==> src/rtl/sram_read_arbiter.sv <==
// Round-robin arbiter that shares one AXI read port among NREQ burst-read requesters.
// One request is accepted at a time, issued as a single INCR burst, and its R beats are steered back.
module sram_read_arbiter #(
  parameter int NREQ = 2,
  parameter int IDW  = 4,
  parameter int GW   = 2
) (
  input  logic              ACLK,
  input  logic              ARESETn,
  input  logic [NREQ-1:0]   req_valid,
  output logic [NREQ-1:0]   req_ready,
  input  logic [NREQ*32-1:0] req_addr,
  input  logic [NREQ*4-1:0] req_len,
  output logic [NREQ-1:0]   rsp_valid,
  input  logic [NREQ-1:0]   rsp_ready,
  output logic [31:0]       rsp_data,
  output logic              rsp_last,
  output logic              err,
  input  logic              err_clr,
  output logic [IDW-1:0]    ARID_M,
  output logic [31:0]       ARADDR_M,
  output logic [3:0]        ARLEN_M,
  output logic [2:0]        ARSIZE_M,
  output logic [1:0]        ARBURST_M,
  output logic              ARVALID_M,
  input  logic              ARREADY_M,
  input  logic [IDW-1:0]    RID_M,
  input  logic [31:0]       RDATA_M,
  input  logic [1:0]        RRESP_M,
  input  logic              RLAST_M,
  input  logic              RVALID_M,
  output logic              RREADY_M
);

  typedef enum logic [1:0] {IDLE, ADDR, DATA} state_t;

  state_t         state_reg, state_next;
  logic [GW-1:0]  rr_ptr_reg, rr_ptr_next;
  logic [GW-1:0]  grant_reg, grant_next;
  logic [GW-1:0]  grant_sel;
  logic           any_req;
  logic [3:0]     beat_cnt_reg, beat_cnt_next;
  logic [31:0]    addr_reg, addr_next;
  logic [3:0]     len_reg, len_next;
  logic           err_reg, err_next;
  logic           beat;
  logic           beat_err;
  logic [IDW-1:0] id_now;
  int             idx;

  // Lowest rotational offset from rr_ptr wins; scanning downward lets it overwrite.
  always_comb begin
    grant_sel = '0;
    any_req   = 1'b0;
    idx       = 0;
    for (int k = NREQ - 1; k >= 0; k--) begin
      idx = int'(rr_ptr_reg) + k;
      if (idx >= NREQ) idx = idx - NREQ;
      if (req_valid[idx]) begin
        grant_sel = GW'(idx);
        any_req   = 1'b1;
      end
    end
  end

  for (genvar gi = 0; gi < NREQ; gi++) begin : g_port
    assign req_ready[gi] = ARESETn && (state_reg == IDLE) && any_req && (grant_sel == GW'(gi));
    assign rsp_valid[gi] = (state_reg == DATA) && RVALID_M && (grant_reg == GW'(gi));
  end

  assign id_now    = IDW'(grant_reg);
  assign ARID_M    = id_now;
  assign ARADDR_M  = addr_reg;
  assign ARLEN_M   = len_reg;
  assign ARSIZE_M  = 3'b010;
  assign ARBURST_M = 2'b01;
  assign ARVALID_M = (state_reg == ADDR);
  assign RREADY_M  = (state_reg == DATA) && rsp_ready[grant_reg];
  assign rsp_data  = RDATA_M;
  assign rsp_last  = (state_reg == DATA) && RVALID_M && RLAST_M;
  assign err       = err_reg;

  assign beat     = (state_reg == DATA) && RVALID_M && RREADY_M;
  // The burst is never cut short on a length mismatch; we only flag it.
  assign beat_err = beat && ((RRESP_M != 2'b00) || (RID_M != id_now) ||
                             (RLAST_M && (beat_cnt_reg != len_reg)) ||
                             (!RLAST_M && (beat_cnt_reg == len_reg)));

  always_comb begin
    state_next    = state_reg;
    rr_ptr_next   = rr_ptr_reg;
    grant_next    = grant_reg;
    beat_cnt_next = beat_cnt_reg;
    addr_next     = addr_reg;
    len_next      = len_reg;
    err_next      = err_reg;
    case (state_reg)
      IDLE: begin
        if (any_req) begin
          grant_next    = grant_sel;
          addr_next     = {req_addr[32*int'(grant_sel)+2 +: 30], 2'b00};
          len_next      = req_len[4*int'(grant_sel) +: 4];
          beat_cnt_next = 4'd0;
          state_next    = ADDR;
        end
      end
      ADDR: begin
        if (ARREADY_M) state_next = DATA;
      end
      DATA: begin
        if (beat) begin
          beat_cnt_next = beat_cnt_reg + 4'd1;
          if (RLAST_M) begin
            state_next  = IDLE;
            rr_ptr_next = (grant_reg == GW'(NREQ - 1)) ? '0 : grant_reg + GW'(1);
          end
        end
      end
      default: state_next = IDLE;
    endcase
    if (beat_err)     err_next = 1'b1;
    else if (err_clr) err_next = 1'b0;
  end

  always_ff @(posedge ACLK or negedge ARESETn) begin
    if (!ARESETn) begin
      state_reg    <= IDLE;
      rr_ptr_reg   <= '0;
      grant_reg    <= '0;
      beat_cnt_reg <= 4'd0;
      addr_reg     <= 32'd0;
      len_reg      <= 4'd0;
      err_reg      <= 1'b0;
    end else begin
      state_reg    <= state_next;
      rr_ptr_reg   <= rr_ptr_next;
      grant_reg    <= grant_next;
      beat_cnt_reg <= beat_cnt_next;
      addr_reg     <= addr_next;
      len_reg      <= len_next;
      err_reg      <= err_next;
    end
  end

endmodule

==> config.mk <==
export PLATFORM = sky130hd
export DESIGN_NAME = sram_read_arbiter
export DESIGN_NICKNAME = d
export VERILOG_FILES = /design/src/rtl/sram_read_arbiter.sv
export SDC_FILE = /design/constraint.sdc
export NUM_CORES = 1
export LEC_CHECK = 0
export CAP_MARGIN = 15
export CELL_PAD_IN_SITES_DETAIL_PLACEMENT = 1
export CELL_PAD_IN_SITES_GLOBAL_PLACEMENT = 2
export CORE_MARGIN = 4
export CORE_UTILIZATION = 30
export DETAILED_ROUTE_END_ITERATION = 6
export DONT_BUFFER_PORTS = 1
export PLACE_DENSITY = 0.82
export SYNTH_ARGS = -nofsm -noshare
export SYNTH_HDL_FRONTEND = slang
export SYNTH_SLANG_ARGS = --single-unit
==> constraint.sdc <==
create_clock -name ACLK -period 1.3 [get_ports ACLK]
set_input_delay 0.13 -clock ACLK [delete_from_list [all_inputs] [get_ports ACLK]]
set_output_delay 0.13 -clock ACLK [all_outputs]
set_load 0.01 [all_outputs]
==> results of run 1 <==
through the flow:
| stage | std cells | worst slack (ps) | hold WS [ps] | setup TNS [ps] | area [um^2] |
|---|---|---|---|---|---|
| after floorplan | 266 | -81.02 | -165.6 | -81.02 | 2640 |
| final | 374 | -191.4 | 7.164 | -5625 | 3166 |
| after CTS | 370 | -174.7 | 3.532 | -3786 | 3018 |
| after detailed placement | 342 | -132.7 | -163.1 | -2270 | 2626 |
| after global placement | 342 | -69.14 | -163.6 | -873.8 | 2626 |
| after global routing | 374 | -275.2 | 5.939 | -8927 | 3166 |
routing by layer:
layer,part of all wire,vias up
li1,-,843
met1,0.37,893
met2,0.53,93
met3,0.079,16
met4,0.017,0
met5,0,-
worst max path at each step:
stage                              from            end  cells past startpoint
final                      state_reg[1]   rsp_valid[0]                      4
after detailed placement  rr_ptr_reg[0]   ARADDR_M[10]                      4
after global routing       state_reg[1]   rsp_valid[1]                      4
after CTS                  state_reg[1]   rsp_valid[0]                      4
after global placement    rr_ptr_reg[0]   ARADDR_M[10]                      4
after floorplan            grant_reg[0]  rr_ptr_reg[1]                      5
power breakdown:
group | internal (mW) | switching, mW | leakage, nW | total [mW]
Sequential | 2.04 | 0.745 | 0.563 | 2.78
Combinational | 1.61 | 1.59 | 0.879 | 3.20
Clock | 0.626 | 0.512 | 0.0574 | 1.14
worst register-to-register path: cells and delay by family, from the launching register on:
kind / cells / cell delay (ps)
AO/OA/AOI/OAI: 2 / 370
buffers and inverters: 3 / 480
flip-flops: 1 / 420
AND/OR/NAND/NOR: 1 / 70
synthesized netlist by cell type, drive strengths merged:
master / n
a31oi: 1
inv: 3
conb: 2
nand3b: 2
nand2b: 2
nor3: 2
o21a: 2
xnor2: 8
o31ai: 3
buf: 52
o21ai: 39
mux2: 1
nor4b: 1
nor2: 6
and2b: 2
a311oi: 1
nand3: 2
nand4: 1
a22o: 1
nor2b: 1
nor3b: 2
nand2: 41
mux2i: 36
dfrtp: 45
clkbuf: 1
nor4: 1
ha: 1
area by class of cell:
class	count	area, um^2	share of cell area
Multi-Input combinational cell	165	1249	0.3945
Sequential cell	45	1126	0.3557
Timing Repair Buffer	48	525.5	0.1660
Clock inverter	2	37.54	0.01186
Clock buffer	6	82.58	0.02609
Tap cell	105	131.4	0.04150
Inverter	3	13.76	0.004348
cells in the final DEF, fill, tap and decap left out, types with 2 or more instances in the layout:
cell / Yosys / final
and2b_1: 2 / 2
buf_12: 0 / 6
buf_16: 0 / 2
buf_4: 42 / 25
buf_6: 6 / 10
clkbuf_8: 0 / 6
conb_1: 2 / 9
dfrtp_1: 45 / 45
dlygate4sd3_1: 0 / 5
inv_1: 3 / 2
mux2i_1: 35 / 32
mux2i_2: 0 / 3
nand2_1: 40 / 38
nand2_2: 1 / 3
nand3_1: 2 / 2
nor2_1: 5 / 2
nor2_4: 1 / 3
o21a_1: 2 / 2
o21ai_1: 28 / 28
o21ai_2: 0 / 7
o21ai_4: 0 / 3
o31ai_4: 1 / 2
xnor2_1: 8 / 8
logic make-up (layout without fill, tap and decap cells):
| family | Yosys count | count (layout) | share of synthesized area |
|---|---|---|---|
| AO/OA/AOI/OAI | 47 | 47 | 0.1041 |
| XOR/XNOR | 8 | 8 | 0.02699 |
| adder cells (fa/ha/maj) | 1 | 1 | 0.004819 |
| buffers and inverters | 56 | 59 | 0.1610 |
| flip-flops | 45 | 45 | 0.4337 |
| multiplexers | 37 | 37 | 0.1494 |
| other | 2 | 9 | 0.002893 |
| AND/OR/NAND/NOR | 63 | 63 | 0.1171 |
repair_timing:
action | CTS | global route
gates cloned | 1 | 0
endpoints found under the setup margin | 45 | 50
setup buffers | 13 | 5
hold buffers | 6 | 0
gates resized for setup | 27 | 27
pin swaps | 5 | 6
endpoints found under the hold margin | 49 | 0
==> impl_metrics.toml, run 1 <==
[synthesis]
yosys-top-cells-area = "dfrtp_1 (43%), mux2i_1 (13%), buf_4 (12%)"
avgSynthCellArea_um2 = 10.02
syn_inst = 259
netlist.area_leader.share = 0.4337
seq_area_frac_synth = 0.4337
synth.cell_area_um2 = 2596
yosysWarnings = 0
yosysTopAreaCell = "dfrtp_1"
yosysUniqueCellTypes = 35
synth-seq-cells = 45

[clocking]
cts_tree = "yes"
clock_path_buffers = 2
cts_buffers = 5
cts_max_level = 2
clk_pin_slew_ps = 100
root_buffer = "clkbuf_8"
cts.sinks = 45
clock_latency_ps = 300

[drt]
drt-vias-per-instance = 4.933
post_drt_wl_per_cell_um = 20.17
ant_nets = 0
vias = 1845
wl_mm = 7.545
drc_errors = 0
first_iter_violations = 56
dr.pass1.iters = 4

[place]
portBuffers = 0
place_congestion = 0.7846
dp_hpwl_mm = 5.220

[global_routing]
overflow = 0
top_usage_layer = "met2"
grtUsageMet3 = 0.03806
grt_pass1_vias = 2103
grt_max_degree = 46
grt_use_total = 0.1440
antenna_found_initial = 0
grt_pass1_wl_mm = 11.36
met2_usage = 0.2608
met1_usage = 0.1631

[timing]
hold_viol = 0
setup_viol = 48
max_freq_mhz = 670.5
slew_violations = 0
period_minus_slack_ps = 1491
period_share = 1.147
fin_ws_ps = -191.4
rsz0062_at_grt = "yes"
finClkSkew_ps = 14.70

[floorplan]
floorplan.initialDensity = 0.3128
core-area_um2 = 8299
pin_count = 205
die_y_um = 101.0
die_area_um2 = 10210
die_w_um = 101.0
fp-row-count = 33

[layout]
nets = 389
fin_util = 0.3814
n_fill_cell = 921
diodes = 0
area_delta_synth_final_pct = 21.93
final_layout_size_suffix_gt1_frac = 0.3123
largest_reg_flops = 30

[worst_setup_path]
r2r_end = "ARADDR_M[23]"
path_delay_family = "flip-flops"
crit_slowest_cell = "dfrtp_1"
critical_path.max_stage_delay_ps = 410
arrival_ps = 1360
path_max_fanout = 8
path_class = "reg2out"
worstSetupStartpointType = "flop"
r2r-start = "rr_ptr_reg[0]"
r2r_slack_ps = -160
r2r_cells = 6
worstPathRequired_ps = 1170
worstPathBufferInverterCount = 2
crit_chain = "buf_6 > nand3b_4 > nor3_2 > buf_4"
worst_setup_path_end_kind = "output pin"

[min_path]
hold_path_end = "ARADDR_M[15]"
holdPathStages = 2
hold_path_class = "in2reg"
hold_path.startpoint = "req_addr[47]"

[power_and_ir_drop]
peakVddDrop_uv = 633.4
power.total_mw = 7.122
cellPowerDensity_nw_per_um2 = 2250
leakagePower_nw = 1.499

[run]
maxCapViolations = 0

[outcome]
violations = "negative setup slack"
status = "finished with violations"
No activity file was read; power rests on OpenSTA's default activity.
==> run 2: changes to the inputs <==
--- a/config.mk
+++ b/config.mk
@@ -9,10 +9,10 @@
 export CELL_PAD_IN_SITES_DETAIL_PLACEMENT = 1
 export CELL_PAD_IN_SITES_GLOBAL_PLACEMENT = 2
 export CORE_MARGIN = 4
-export CORE_UTILIZATION = 30
+export CORE_UTILIZATION = 33
 export DETAILED_ROUTE_END_ITERATION = 6
 export DONT_BUFFER_PORTS = 1
-export PLACE_DENSITY = 0.82
+export PLACE_DENSITY = 0.85
 export SYNTH_ARGS = -nofsm -noshare
 export SYNTH_HDL_FRONTEND = slang
 export SYNTH_SLANG_ARGS = --single-unit
==> constraint.sdc (replaced) <==
create_clock -name ACLK -period 1.55 [get_ports ACLK]
set_input_delay 0.155 -clock ACLK [delete_from_list [all_inputs] [get_ports ACLK]]
set_output_delay 0.155 -clock ACLK [all_outputs]
set_load 0.01 [all_outputs]
==> run 2 against run 1 <==
The run now ends clean. Core utilization is 3.2 points lower. Die area decreased by 8.4%. Worst setup slack gained 250 ps. Count of clock-buffer cells in the layout is 1 higher. Sequential power shrank 14%. Power fell by 29%. Critical path depth rose by 1. Clock power fell by 29%. Critical endpoint is now rr_ptr_reg[1]. Largest power group is now registers.
==> impl_metrics.toml, run 2 (synthesized netlist as in run 1, its figures left out) <==
[layout]
largest_reg_flops = 30
diodes = 0
final_cell_mix = "dfrtp_1 (45), nand2_1 (40), mux2i_1 (35)"
area_delta_synth_final_pct = 3.470
fin_util = 0.3494
stdcell_count = 338
final_layout_size_suffix_gt1_frac = 0.1483
layout_commonest_cell = "dfrtp_1"
final_cell_area_um2 = 2686
nets = 356

[clocking]
root_buffer = "clkbuf_8"
clk_pin_slew_ps = 90
cts_tree = "yes"
cts.sinks = 45
clock_path_buffers = 2
cts_max_level = 2
clock_latency_ps = 290
cts_buffers = 5

[floorplan]
core-area_um2 = 7687
fp-row-count = 32
pin_count = 205
die_w_um = 96.70
die_area_um2 = 9351
die_y_um = 96.70
floorplan.initialDensity = 0.3377

[run]
maxCapViolations = 0

[timing]
period_share = 0.9620
finClkSkew_ps = 5.680
setup_viol = 0
tns_ps = 0
max_freq_mhz = 670.6
period_minus_slack_ps = 1491
slew_violations = 0
whs_ps = 30.86
rsz0062_at_grt = "yes"
hold_viol = 0
fin_ws_ps = 58.82

[power_and_ir_drop]
peakVddDrop_uv = 572.2
leakagePower_nw = 1.279
cellPowerDensity_nw_per_um2 = 1885
power.total_mw = 5.062

[drt]
highest_layer = "met4"
first_iter_violations = 97
wl_met1_mm = 2.429
post_drt_wl_per_cell_um = 18.81
wl_mm = 6.358
routed-wl-met3_um = 554
vias = 1685
drt-vias-per-instance = 4.985
drc_errors = 0
wl_met2_mm = 3.264
ant_nets = 0
dr.pass1.iters = 4

[place]
place_congestion = 0.7478
dp_hpwl_mm = 4.656
dpl_cell_area_um2 = 2486
portBuffers = 0
pre_cts_slack_ps = -11.05
dp_cells = 326

[global_routing]
antenna_found_initial = 0
grt_max_degree = 46
overflow = 0
grt_use_total = 0.1367
grt_pass1_vias = 1872
grt_pass1_wl_mm = 10.38

[worst_setup_path]
path_class = "reg2reg"
worst_setup_path_end_kind = "flop"
worstPathRequired_ps = 1730
path_max_fanout = 8
arrival_ps = 1670
worstSetupStartpointType = "flop"

[outcome]
status = "complete, no violations"

[min_path]
hold_path_class = "in2reg"
-- run 2: cell count changes in the layout (fill, tap and decap cells not counted), sizes merged --
| cell | change |
|---|---|
| clkinv | +1 |
| clkbuf | +1 |
| dlygate4sd3 | -3 |
| bufinv | -1 |
| buf | -30 |
| clkinvlp | -1 |
-- run 2: worst paths after layout --
check / from / endpoint / slack (ps) / cells past startpoint
worst max-delay path: state_reg[1] / rr_ptr_reg[1] / 60 / 5
worst min-delay path: RLAST_M / err / 30 / 2
worst max register to register: state_reg[1] / rr_ptr_reg[1] / 60 / 5
worst min register to register: rr_ptr_reg[1] / rr_ptr_reg[1] / 540 / 1
max in group asynchronous: ARESETn / ARLEN_M[2] / 920 / 2
min in group asynchronous: ARESETn / ARADDR_M[14] / 430 / 2
-- run 2: per-layer routing --
| layer | GRT usage | up-vias |
|---|---|---|
| li1 | - | 774 |
| met3 | 0.04398 | 13 |
| met4 | 0.04968 | 0 |
| met1 | 0.1594 | 813 |
| met5 | 0 | - |
| met2 | 0.2346 | 85 |
-- run 2: cell type report --
type | count | area [um^2]
Sequential cell | 45 | 1126
Clock inverter | 1 | 5.005
Tap cell | 102 | 127.6
Timing Repair Buffer | 15 | 178.9
Fill cell | 876 | 5001
Multi-Input combinational cell | 165 | 1141
Clock buffer | 7 | 96.34
Inverter | 3 | 11.26
-- run 2: power breakdown --
part,internal [mW],switching [mW],total [mW]
Clock,0.404,0.405,0.808
Combinational,0.845,1.00,1.85
Sequential,1.71,0.698,2.40
-- run 2: timing repair --
action / in CTS / in global routing
cloned: 0 / 0
hold endpoints to repair: 47 / 0
hold buffers: 3 / 0
resized for setup: 6 / 4
buffers inserted: 0 / 1
setup endpoints to repair: 8 / 5
pin swaps: 1 / 2
-- run 2: worst max-delay path: stages, from the launching register on --
cell and delay, ps:
dfrtp_1 400, buf_4 170, nand3b_4 170, nor2_4 220, nand2_2 110, mux2_4 310
==> run 3: changes to the inputs <==
--- a/config.mk
+++ b/config.mk
@@ -5,11 +5,12 @@
 export SDC_FILE = /design/constraint.sdc
 export NUM_CORES = 1
 export LEC_CHECK = 0
+export ABC_AREA = 1
 export CAP_MARGIN = 15
 export CELL_PAD_IN_SITES_DETAIL_PLACEMENT = 1
 export CELL_PAD_IN_SITES_GLOBAL_PLACEMENT = 2
 export CORE_MARGIN = 4
-export CORE_UTILIZATION = 33
+export CORE_UTILIZATION = 32
 export DETAILED_ROUTE_END_ITERATION = 6
 export DONT_BUFFER_PORTS = 1
 export PLACE_DENSITY = 0.85
==> run 3 against run 2 <==
Critical path depth grew 1. Cell area rose by 9.8%. Power grew 13%. Maximum frequency fell by 2.2%. Synthesized cell count rose by 29%. Sequential power barely moved. Combinational power grew 28%. Global-route usage is 0.40 points higher. Via count grew 23%. Critical endpoint is now req_ready[0].
==> impl_metrics.toml, run 3 <==
[outcome]
status = "complete, no violations"

[timing]
setup_viol = 0
hold_viol = 0
finClkSkew_ps = 6.655
fin_ws_ps = 25.78
tns_ps = 0
rsz0062_at_grt = "yes"
max_freq_mhz = 656.1
slew_violations = 0
whs_ps = 19.91
period_minus_slack_ps = 1524
period_share = 0.9834

[synthesis]
seq_area_frac_synth = 0.3954
yosysMostFrequentCell = "nand2_1"
muxShareOfSynthArea = 0
synth_compound_area_frac = 0.2302
syn_inst = 334
yosys-top-cells-area = "dfrtp_1 (40%), o21ai_2 (17%), buf_4 (11%)"
synthFlopType = "dfrtp_1"
synthArstFlopShare = 1.000
synthSimpleGateAreaFrac = 0.1828
yosysTopAreaCell = "dfrtp_1"
netlist.area_leader.share = 0.3954
yosysWarnings = 0
synth_edf_count = 0
synthAdderAreaFrac = 0.004394
yosysUniqueCellTypes = 30
synth.cell_area_um2 = 2848
synth_common_cells = "nand2_1 (64), o21ai_2 (55), nor2_1 (47)"
synth_top_family_by_area = "compound AO/OA/AOI/OAI gates"
synth-seq-cells = 45
synthXorXnorAreaFrac = 0.009227
avgSynthCellArea_um2 = 8.526

[drt]
ant_nets = 0
vias = 2076
drc_errors = 0
first_iter_violations = 20
dr.pass1.iters = 3
drt-vias-per-instance = 4.919
post_drt_wl_per_cell_um = 17.68
wl_mm = 7.461

[place]
place_congestion = 0.7481
dp_cells = 404
portBuffers = 0
dpl_cell_area_um2 = 2666
dp_hpwl_mm = 5.551
pre_cts_slack_ps = -4.053

[power_and_ir_drop]
leakagePower_nw = 1.291
p_clk_frac = 0.164
p_switching_mw = 2.578
p_seq_frac = 0.424
power.total_mw = 5.726
peakVddDrop_uv = 590.7
comb_power_share = 0.412
cellPowerDensity_nw_per_um2 = 1941
switching_share = 0.4502
internal_power_mw = 3.148

[layout]
diodes = 0
n_fill_cell = 1040
final_cell_mix = "nand2_1 (62), o21ai_2 (54), nor2_1 (45)"
nets = 434
final_layout_size_suffix_gt1_frac = 0.3248
fin_util = 0.3400
area_delta_synth_final_pct = 3.603
final_cell_area_um2 = 2950
stdcell_count = 422
layout_commonest_cell = "nand2_1"
largest_reg_flops = 30

[clocking]
clk_pin_slew_ps = 90
cts.sinks = 45
clock_latency_ps = 290
clock_path_buffers = 2
cts_max_level = 2
root_buffer = "clkbuf_8"
cts_tree = "yes"
cts_buffers = 5

[global_routing]
grt_max_degree = 46
antenna_found_initial = 0
grt_use_total = 0.1407
grt_pass1_wl_mm = 11.51
overflow = 0
grt_pass1_vias = 2279

[worst_setup_path]
worstPathRequired_ps = 1390
r2r_slack_ps = 90
r2r_cells = 7
path_class = "reg2out"
arrival_ps = 1370
worstSetupStartpointType = "flop"
cp-startpoint = "state_reg[1]"
r2r-start = "state_reg[1]"
worst_setup_path_end_kind = "output pin"
path_max_fanout = 4
r2r_end = "ARADDR_M[18]"

[floorplan]
die_w_um = 102.3
floorplan.initialDensity = 0.3281
fp-row-count = 34
pin_count = 205
core-area_um2 = 8678
die_area_um2 = 10470
die_y_um = 102.3

[min_path]
holdPathStages = 2
hold_path.startpoint = "req_addr[55]"
hold_path_end = "ARADDR_M[23]"
hold_path_class = "in2reg"

[run]
maxCapViolations = 0
==> run 3: cell count changes in the layout (fill, tap and decap cells not counted), sizes merged, moves of 4 or more <==
cell	previous run	this run
xnor2	8	2
inv	3	21
o22ai	0	4
nor2	6	49
mux2i	36	0
o21ai	39	75
nand2	41	67
nand3	2	7
==> run 3: power by group through the flow <==
stage	combinational, mW	clock [mW]	sequential (mW)
5_1_grt	2.68	1.04	2.51
3_5_place_dp	2.24	0	2.45
6_report	2.36	0.941	2.43
2_1_floorplan	2.03	0	2.28
4_1_cts	2.34	0.988	2.44
3_3_place_gp	2.13	0	2.43
==> run 3: repair_timing <==
action,CTS,global route
buffers inserted,3,3
cloned,0,0
pin swaps,2,2
setup endpoints to repair,5,7
hold buffers,4,0
gates resized for setup,11,5
hold endpoints to repair,48,0
==> run 3: critical path, stage by stage (launching register included) <==
cell     delay [ps]
dfrtp_2         450
nor2_4          150
o21ai_4          80
inv_4            70
nand2_4          70
nor3_4          130
buf_6           120
==> run 3: how the worst max path moves through the flow <==
stage / end / slack, ps
3_5_place_dp: ARADDR_M[18] / -4
2_1_floorplan: req_ready[0] / 230
6_report: req_ready[0] / 30
4_1_cts: rsp_valid[0] / 9
3_3_place_gp: ARADDR_M[15] / 90
5_1_grt: req_ready[0] / -70
==> run 3: cells by family (layout without fill, tap and decap cells) <==
family | Yosys count | after routing
flip-flops | 45 | 45
AND/OR/NAND/NOR | 128 | 128
buffers and inverters | 74 | 47
XOR/XNOR | 3 | 3
other | 2 | 9
AO/OA/AOI/OAI | 81 | 81
adder cells (fa/ha/maj) | 1 | 1
==> run 3: layout make-up <==
| type | count | area (um^2) | share of cell area |
|---|---|---|---|
| Tap cell | 108 | 135.1 | 0.04580 |
| Clock inverter | 2 | 37.54 | 0.01272 |
| Sequential cell | 45 | 1127 | 0.3821 |
| Inverter | 21 | 88.84 | 0.03011 |
| Multi-Input combinational cell | 222 | 1305 | 0.4423 |
| Clock buffer | 6 | 82.58 | 0.02799 |
| Timing Repair Buffer | 18 | 173.9 | 0.05895 |
==> run 3: metal layers <==
metal	vias to the layer above	routed length [um]	global-route usage
li1	980	-	-
met1	1005	2951	0.1644
met2	89	3709	0.2439
met3	2	781	0.05870
met4	0	19	0.02624
met5	-	0	0
